===== config.mk =====
export PLATFORM = sky130hd
export DESIGN_NAME = op_sequencer
export DESIGN_NICKNAME = d
export VERILOG_FILES = /design/src/rtl/op_sequencer_pkg.sv /design/src/rtl/op_sequencer_watchdog.sv /design/src/rtl/op_sequencer.sv
export SDC_FILE = /design/constraint.sdc
export NUM_CORES = 1
export LEC_CHECK = 0
export ABC_AREA = 0
export CORE_AREA = 5 5 545 547
export DETAILED_ROUTE_END_ITERATION = 10
export DIE_AREA = 0 0 550 552
export PLACE_DENSITY = 0.32
export RECOVER_POWER = 25
export REMOVE_ABC_BUFFERS = 1
export SYNTH_ARGS = -nofsm -noshare
export SYNTH_HDL_FRONTEND = slang
export SYNTH_SLANG_ARGS = --single-unit

===== constraint.sdc =====
create_clock -name clk -period 3.9 [get_ports clk]
set_clock_uncertainty 0.05 [all_clocks]
set_input_delay 0.78 -clock clk [delete_from_list [all_inputs] [get_ports clk]]
set_output_delay 0.78 -clock clk [all_outputs]
set_load 0.01 [all_outputs]

===== src/rtl/op_sequencer_pkg.sv =====
// Shared definitions for the operation sequencer: opcodes, instruction
// field layout and FSM state encoding.
package op_sequencer_pkg;

    // Opcodes; only HALT is decoded, the rest pass through to the ALU.
    localparam logic [5:0] OPC_HALT = 6'b000000;
    localparam logic [5:0] OPC_ADD  = 6'b000101;
    localparam logic [5:0] OPC_SUB  = 6'b001001;
    localparam logic [5:0] OPC_CUBE = 6'b010101;

    // Operand/destination address fields inside an instruction word.
    localparam int unsigned FIELD_W  = 7;
    localparam int unsigned SRCA_LSB = 14;
    localparam int unsigned SRCB_LSB = 7;
    localparam int unsigned DST_LSB  = 0;

    typedef enum logic [2:0] {
        ST_IDLE,
        ST_FETCH,
        ST_DEC,
        ST_LDA,
        ST_LDB,
        ST_ISSUE,
        ST_EXEC,
        ST_WB
    } state_t;

endpackage


===== src/rtl/op_sequencer_watchdog.sv =====
// EXEC-phase watchdog: cleared on load, counts while enabled, flags expiry
// once TIMEOUT counted cycles have elapsed without an ALU completion.
module op_watchdog
    import op_sequencer_pkg::*;
#(
    parameter int TIMEOUT = 255
) (
    input  logic clk,
    input  logic reset,
    input  logic load,
    input  logic count,
    output logic expired
);

    localparam int CW = $clog2(TIMEOUT + 1);

    logic [CW-1:0] cnt;

    // Expiry is seen during the TIMEOUT-th counted cycle.
    always_comb begin
        expired = (cnt == CW'(TIMEOUT - 1));
    end

    // Cycle counter, held once expired so it never wraps.
    always_ff @(posedge clk) begin
        if (reset || load) begin
            cnt <= '0;
        end else if (count && !expired) begin
            cnt <= cnt + 1'b1;
        end
    end

endmodule


===== src/rtl/op_sequencer.sv =====
// Operation sequencer: fetches instructions from a shared RAM, loads two
// operands, issues them to an external ALU and writes the result back.
// The host owns the RAM port only while the sequencer is idle.
module op_sequencer
    import op_sequencer_pkg::*;
#(
    parameter int ADDR_W  = 7,
    parameter int DATA_W  = 198,
    parameter int OP_W    = 6,
    parameter int TIMEOUT = 255
) (
    input  logic              clk,
    input  logic              reset,
    input  logic              start,
    input  logic [ADDR_W-1:0] prog_addr,
    input  logic              sel,
    input  logic              w,
    input  logic [ADDR_W-1:0] addr,
    input  logic [DATA_W-1:0] data,
    output logic [DATA_W-1:0] out,
    output logic              busy,
    output logic              done,
    output logic              err,
    output logic [ADDR_W-1:0] ram_addr,
    output logic              ram_we,
    output logic [DATA_W-1:0] ram_wdata,
    input  logic [DATA_W-1:0] ram_rdata,
    output logic [OP_W-1:0]   alu_op,
    output logic [DATA_W-1:0] alu_a,
    output logic [DATA_W-1:0] alu_b,
    output logic              alu_start,
    input  logic              alu_done,
    input  logic [DATA_W-1:0] alu_result
);

    state_t            state, state_nx;
    logic [ADDR_W-1:0] pc;
    logic [OP_W-1:0]   instr_op;
    logic [ADDR_W-1:0] instr_b;
    logic [ADDR_W-1:0] instr_d;
    logic [DATA_W-1:0] opa, opb, res;
    logic              is_halt, pc_last;
    logic              wd_load, wd_count, wd_expired;

    assign is_halt   = (ram_rdata[DATA_W-1 -: OP_W] == OP_W'(OPC_HALT));
    assign pc_last   = (pc == '1);
    assign out       = ram_rdata;
    assign alu_op    = instr_op;
    assign alu_a     = opa;
    assign alu_b     = opb;

    op_watchdog #(
        .TIMEOUT (TIMEOUT)
    ) u_watchdog (
        .clk     (clk),
        .reset   (reset),
        .load    (wd_load),
        .count   (wd_count),
        .expired (wd_expired)
    );

    // State register.
    always_ff @(posedge clk) begin
        if (reset) begin
            state <= ST_IDLE;
        end else begin
            state <= state_nx;
        end
    end

    // Next-state decode.
    always_comb begin
        state_nx = state;
        unique case (state)
            ST_IDLE:  if (start) state_nx = ST_FETCH;
            ST_FETCH: state_nx = ST_DEC;
            ST_DEC:   state_nx = is_halt ? ST_IDLE : ST_LDA;
            ST_LDA:   state_nx = ST_LDB;
            ST_LDB:   state_nx = ST_ISSUE;
            ST_ISSUE: state_nx = ST_EXEC;
            ST_EXEC: begin
                if (alu_done) begin
                    state_nx = ST_WB;
                end else if (wd_expired) begin
                    state_nx = ST_IDLE;
                end
            end
            ST_WB:    state_nx = pc_last ? ST_IDLE : ST_FETCH;
            default:  state_nx = ST_IDLE;
        endcase
    end

    // RAM port, ALU strobe and watchdog controls per state.
    always_comb begin
        busy      = (state != ST_IDLE);
        ram_addr  = pc;
        ram_we    = 1'b0;
        ram_wdata = '0;
        alu_start = 1'b0;
        wd_load   = 1'b0;
        wd_count  = 1'b0;
        unique case (state)
            ST_IDLE: begin
                // A coincident start takes priority over the host access.
                if (sel && !start) begin
                    ram_addr  = addr;
                    ram_we    = w;
                    ram_wdata = data;
                end
            end
            ST_FETCH: ram_addr = pc;
            ST_DEC:   ram_addr = ADDR_W'(ram_rdata[SRCA_LSB +: FIELD_W]);
            ST_LDA:   ram_addr = instr_b;
            ST_LDB:   ram_addr = pc;
            ST_ISSUE: begin
                alu_start = 1'b1;
                wd_load   = 1'b1;
            end
            ST_EXEC:  wd_count = !alu_done;
            ST_WB: begin
                ram_we    = 1'b1;
                ram_addr  = instr_d;
                ram_wdata = res;
            end
            default: ;
        endcase
        // Reset aborts immediately: no write lands and no new ALU issue.
        if (reset) begin
            ram_we    = 1'b0;
            alu_start = 1'b0;
        end
    end

    // Program counter, instruction fields, operand/result and status registers.
    always_ff @(posedge clk) begin
        if (reset) begin
            pc       <= '0;
            instr_op <= '0;
            instr_b  <= '0;
            instr_d  <= '0;
            opa      <= '0;
            opb      <= '0;
            res      <= '0;
            done     <= 1'b0;
            err      <= 1'b0;
        end else begin
            unique case (state)
                ST_IDLE: begin
                    if (start) begin
                        pc   <= prog_addr;
                        done <= 1'b0;
                        err  <= 1'b0;
                    end
                end
                ST_DEC: begin
                    instr_op <= ram_rdata[DATA_W-1 -: OP_W];
                    instr_b  <= ADDR_W'(ram_rdata[SRCB_LSB +: FIELD_W]);
                    instr_d  <= ADDR_W'(ram_rdata[DST_LSB +: FIELD_W]);
                    if (is_halt) done <= 1'b1;
                end
                ST_LDA: opa <= ram_rdata;
                ST_LDB: opb <= ram_rdata;
                ST_EXEC: begin
                    if (alu_done) begin
                        res <= alu_result;
                    end else if (wd_expired) begin
                        err  <= 1'b1;
                        done <= 1'b0;
                    end
                end
                ST_WB: begin
                    if (pc_last) begin
                        err <= 1'b1;
                    end else begin
                        pc <= pc + 1'b1;
                    end
                end
                default: ;
            endcase
        end
    end

endmodule


### Word-level counts from Yosys, hierarchy flattened

Cells that the tools add are included.

| storage, ports and cells | value |
|---|---|
| logic and storage cells | 74 |
| input port bits | 614 |
| register bits | 634 |

| cells by class | value |
|---|---|
| $add $sub $neg | 2 |
| mux-type cells | 28 |
| reduce and logical (&&, ||, !) cells | 17 |
| equal/unequal tests | 16 |

Operator list:

| operator | number |
|---|---|
| one-hot mux 198 bit (2 select lines) | 1 |
| 2-to-1 mux 198 bit | 1 |
| one-hot mux 7 bit (4 select lines) | 1 |
| one-hot mux 3 bit (8 select lines) | 1 |
| 2-to-1 mux 7 bit | 3 |
| one-hot mux 7 bit (2 select lines) | 1 |
| 2-to-1 mux 1 bit | 13 |
| == test 3 bit, second input constant | 4 |
| != test 2 bit, second input constant | 5 |
| AND reduction 5 bit | 2 |
| 2-to-1 mux 3 bit | 3 |
| nonzero test 3 bit | 3 |
| adder 8 x 1 -> 8 bit, second input constant | 1 |
| == test 8 bit, second input constant | 1 |
| adder 7 x 1 -> 7 bit, second input constant | 1 |
| == test 7 bit, second input constant | 1 |
| == test 3 x 2 -> 1 bit, second input constant | 2 |
| zero test 6 bit | 1 |
| one-hot mux 1 bit (3 select lines) | 2 |
| AND reduction 2 bit | 2 |
| == test 3 x 1 -> 1 bit, second input constant | 1 |
| zero test 1 bit | 3 |
| zero test 3 bit | 1 |
| != test 3 x 2 -> 1 bit, second input constant | 1 |
| other kinds (7) | 8 |

### Logic depth before layout (Yosys ltp)

| logic depth | value |
|---|---|
| depth in word-level cells | 5 |
| depth in mapped cells | 7 |
| depth with buffers taken out | 6 |

### By module

From an unflattened synthesis, not the netlist that was laid out.

| second synthesis, totals | value |
|---|---|
| cell total of the unflattened synthesis | 3313 |
| area total of the unflattened synthesis | 25999.9 um^2 |

By module, submodules not included:

| module | times used | sequential area each (um^2) | cells an instance | area each (um^2) |
|---|---|---|---|---|
| op_sequencer | 1 | 12532.0 | 3262 | 25557.0 |
| op_watchdog | 1 | 160.2 | 51 | 442.9 |

### Worst setup path after synthesis

No wires, ideal clock.

| path | value |
|---|---|
| kind | input to output |
| start point | input port reset |
| end point | output port alu_start |
| buffers on the path | 3 |
| data arrival time | 1626 ps |
| path slack | 1444 ps |
| data required time | 3070 ps |
| stages | 4 |
| cells stage by stage | clkbuf_1 clkbuf_1 clkbuf_1 nor3_1 |

| between the ends | value |
|---|---|
| longest elaborated chain between the ends | 1 |

Ends and longest elaborated chain:

| what | line | RTL |
|---|---|---|
| start: declaration | op_sequencer.sv:13 | `input logic reset,` |
| 2-to-1 mux 1 bit | op_sequencer.sv:128 | `if (reset) begin` |
| end: declaration | op_sequencer.sv:31 | `output logic alu_start,` |

No other way between the ends.

### Worst setup path after layout

| path | value |
|---|---|
| start point | register state[1] |
| end point | output port ram_wdata[32] |

| between the ends | value |
|---|---|
| longest elaborated chain between the ends | 2 |
| elaborated cells between the ends (all ways) | 3 |

Ends and longest elaborated chain:

| what | line | RTL |
|---|---|---|
| start: declaration | op_sequencer.sv:36 | `state_t state, state_nx;` |
| start signal: assignment | op_sequencer.sv:67 | `state <= state_nx;` |
| == test 3 bit or zero test 3 bit (tied branches) | op_sequencer.sv:102 | `unique case (state)` |
| one-hot mux 198 bit (2 select lines) (*) | op_sequencer.sv:102 |  |
| end: declaration | op_sequencer.sv:26 | `output logic [DATA_W-1:0] ram_wdata,` |

Mark *: on every way between the ends. The rest lies on a longest branch, timed or not.

==> out/results.ini <==
[hold_path]
min_delay_path_depth=2
min_path_type=in -> reg

[sta]
drv_slew=82
max_freq_ghz=0.258
max_slew_margin=-0.630
fin_crit_ns=3.87
rsz0062_at_grt=yes
tightest_slew_ns=2.45
period_share=0.993
timing.final.hold_violations=0
setup_viol=0

[critical_path]
cp_slowest_cell=clkdlybuf4s50_1
path_depth=5
reg2reg_depth=6
worstSetupPathType=reg -> out
rrSetupSlack_ns=0.25
cp_max_fo=98
crit_arrival_ns=3.04
cp_slowest_stage_delay_ns=0.54
critPathTopFamily=buffers and inverters
path_cells=buf_4 > and3_4 > buf_16 > a22o_1 > clkdlybuf4s50_1
start_kind=flip-flop
critPathBufInv=3
critPathRequiredTime_ns=3.07
endpoint_kind=output pin

[synthesis]
synth_cell_types=53
syn-cell-area_mm2=0.0259
synthTopCellsByArea=dfxtp_1, nand2_1, a21oi_1, a22o_1, buf_4
synth.largest_area_cell=dfxtp_1
synth_edf_count=0
synthAdderAreaFrac=0.00145
synth_compound_gate_area_share=0.202
synth.most_common_cell=nand2_1
synthSimpleGateAreaFrac=0.196
synthArstFlopShare=0
synth-main-ff-cell=dfxtp_1
synth_top_family_by_area=compound AO/OA/AOI/OAI gates
synthTopCellsByCount=nand2_1, dfxtp_1, a21oi_1
synth_seq_cells=634
yosys.area.top_type_share=0.491
synthCells=3302
synth-xor-area-share=0.00135
synth_warnings=0
synth_mux_area_frac=0.00271
seq_area_frac_synth=0.491
synth.avg_cell_area_um2=7.84

[detailed_routing]
detail_route.wl_per_cell_um=26.5
num_vias=28757
wl_mm=225
wirelength_met1_mm=82.3
top_layer_used=met5
wl_met3_mm=25.3
drc=0
ant_nets=0
met2WireLength_mm=113
viasPerCell=3.38
drtIter0Drc=1895
drt-pass1-iter-count=5

[floorplan]
core-area_mm2=0.292
dieArea_mm2=0.304
die_w_um=550
die_h_um=552
initial_core_util=0.0886
io_pins=1424
std_cell_rows=199

[clock_network]
hold_buffers=0
insertion_delay_ns=0.77
htreeDepth=3
clk_path_buf_depth=4
path_clk_slew_ns=0.06
cts_tree=done
clock_sinks=634
cts_buffers=93
clk_root_buffer_cell=clkbuf_16

[layout]
drive_above_1_share=0.0739
final_core_util=0.161
area.growth.synth_to_final_pct=81.8
finish.instance_area_mm2=0.0470
nets=5120
n_fill_cell=33019
stdcell_count=8511

[placed_design]
place_inst=8309
place_congestion=0.930
hpwl_mm=183
io_buffer_count=1423
place_area_mm2=0.0436

[global_route]
grt_max_degree=159
grt_overflow=0
grt_pass1_wl_mm=290
grt_usage=0.141
antenna_found_initial=98
first_global_vias=28649

[power]
pwr_density_cell_mw_per_mm2=396
p_leak_uw=0.0162
power_uw=18600
vdd_drop_max_uv=264

[outcome]
violations=capacitance limit, slew limit
status=finished, violations left

[flow_run]
maxCapViolations=3

## final cells by class
type                            instances  area (µm²)  share of cell area
Sequential cell                       634       12700               0.270
Inverter                                4        15.0            0.000319
Clock buffer                          141        2750              0.0585
Tap cell                             3919        4900               0.104
Multi-Input combinational cell       2209       10600               0.225
Timing Repair Buffer                 1561       15700               0.333
Clock inverter                         25         387             0.00822
Antenna cell                           18        45.0            0.000958
## worst paths after layout
check,start,end
worst max register to register,state[1],alu_a[34]
worst max-delay path,state[1],ram_wdata[32]
worst min register to register,err,err
worst min-delay path,reset,res[191]
## repair_timing
| item | CTS | global route |
|---|---|---|
| pin swaps | 2 | 0 |
| cloned | 4 | 0 |
| endpoints found under the setup margin | 176 | 51 |
| resized for setup | 170 | 46 |
| setup buffers | 12 | 2 |
## registers in the layout, indices dropped and copies added, names as in the netlist
| name | flops |
|---|---|
| pc | 7 |
| alu_b | 198 |
| res | 198 |
| alu_op | 6 |
| state | 3 |
| alu_a | 198 |
| u_watchdog.cnt | 8 |
| instr_b | 7 |
| done | 1 |
| instr_d | 7 |
| err | 1 |
## worst reg2reg max path: cells and delay by family (launching register included)
kind	cells	cell delay [ns]
AOI/OAI and AO/OA	1	0.17
DFF	1	0.31
buffers and inverters	2	0.83
and+or+nand+nor	3	2.18
## power breakdown
group / total, µW / internal (µW) / switching, µW
combinational: 3080 / 1490 / 1590
sequential: 6750 / 6640 / 110
clock: 8790 / 5380 / 3410
## layout by cell type, fill, tap and decap left out, types with 29 or more instances in the layout
master	instances
a21oi_1	625
a22o_1	191
buf_12	33
buf_4	105
clkbuf_1	39
clkbuf_16	94
clkdlybuf4s50_1	1236
dfxtp_1	634
dlygate4sd2_1	104
dlymetal6s2s_1	29
nand2_1	1257
## per-stage QoR
step | setup WS, ns | hold slack [ns] | TNS, ns
2_1_floorplan | -10.10 | 0.380 | -3808.09
3_3_place_gp | 0.154 | 0.391 | 0
3_5_place_dp | 0.163 | 0.392 | 0
4_1_cts | -0.0981 | 0.292 | -1.52
5_1_grt | -0.110 | 0.324 | -0.860
6_report | 0.0274 | 0.385 | 0
## cell families (layout without fill, tap and decap cells)
kind of cell | count (synthesis) | after routing
adder cells (fa/ha/maj) | 3 | 3
multiplexers | 7 | 7
XOR/XNOR | 4 | 4
AO/OA/AOI/OAI | 878 | 878
other | 0 | 18
buffers and inverters | 459 | 1731
AND/OR/NAND/NOR | 1317 | 1317
flip-flops | 634 | 634
## layer usage
metal,GRT usage,up-vias
li1,-,13224
met1,0.148,13889
met2,0.255,1302
met3,0.0683,274
met4,0.0232,68
met5,0,-
Note: power is estimated with default switching activity, not from simulation.
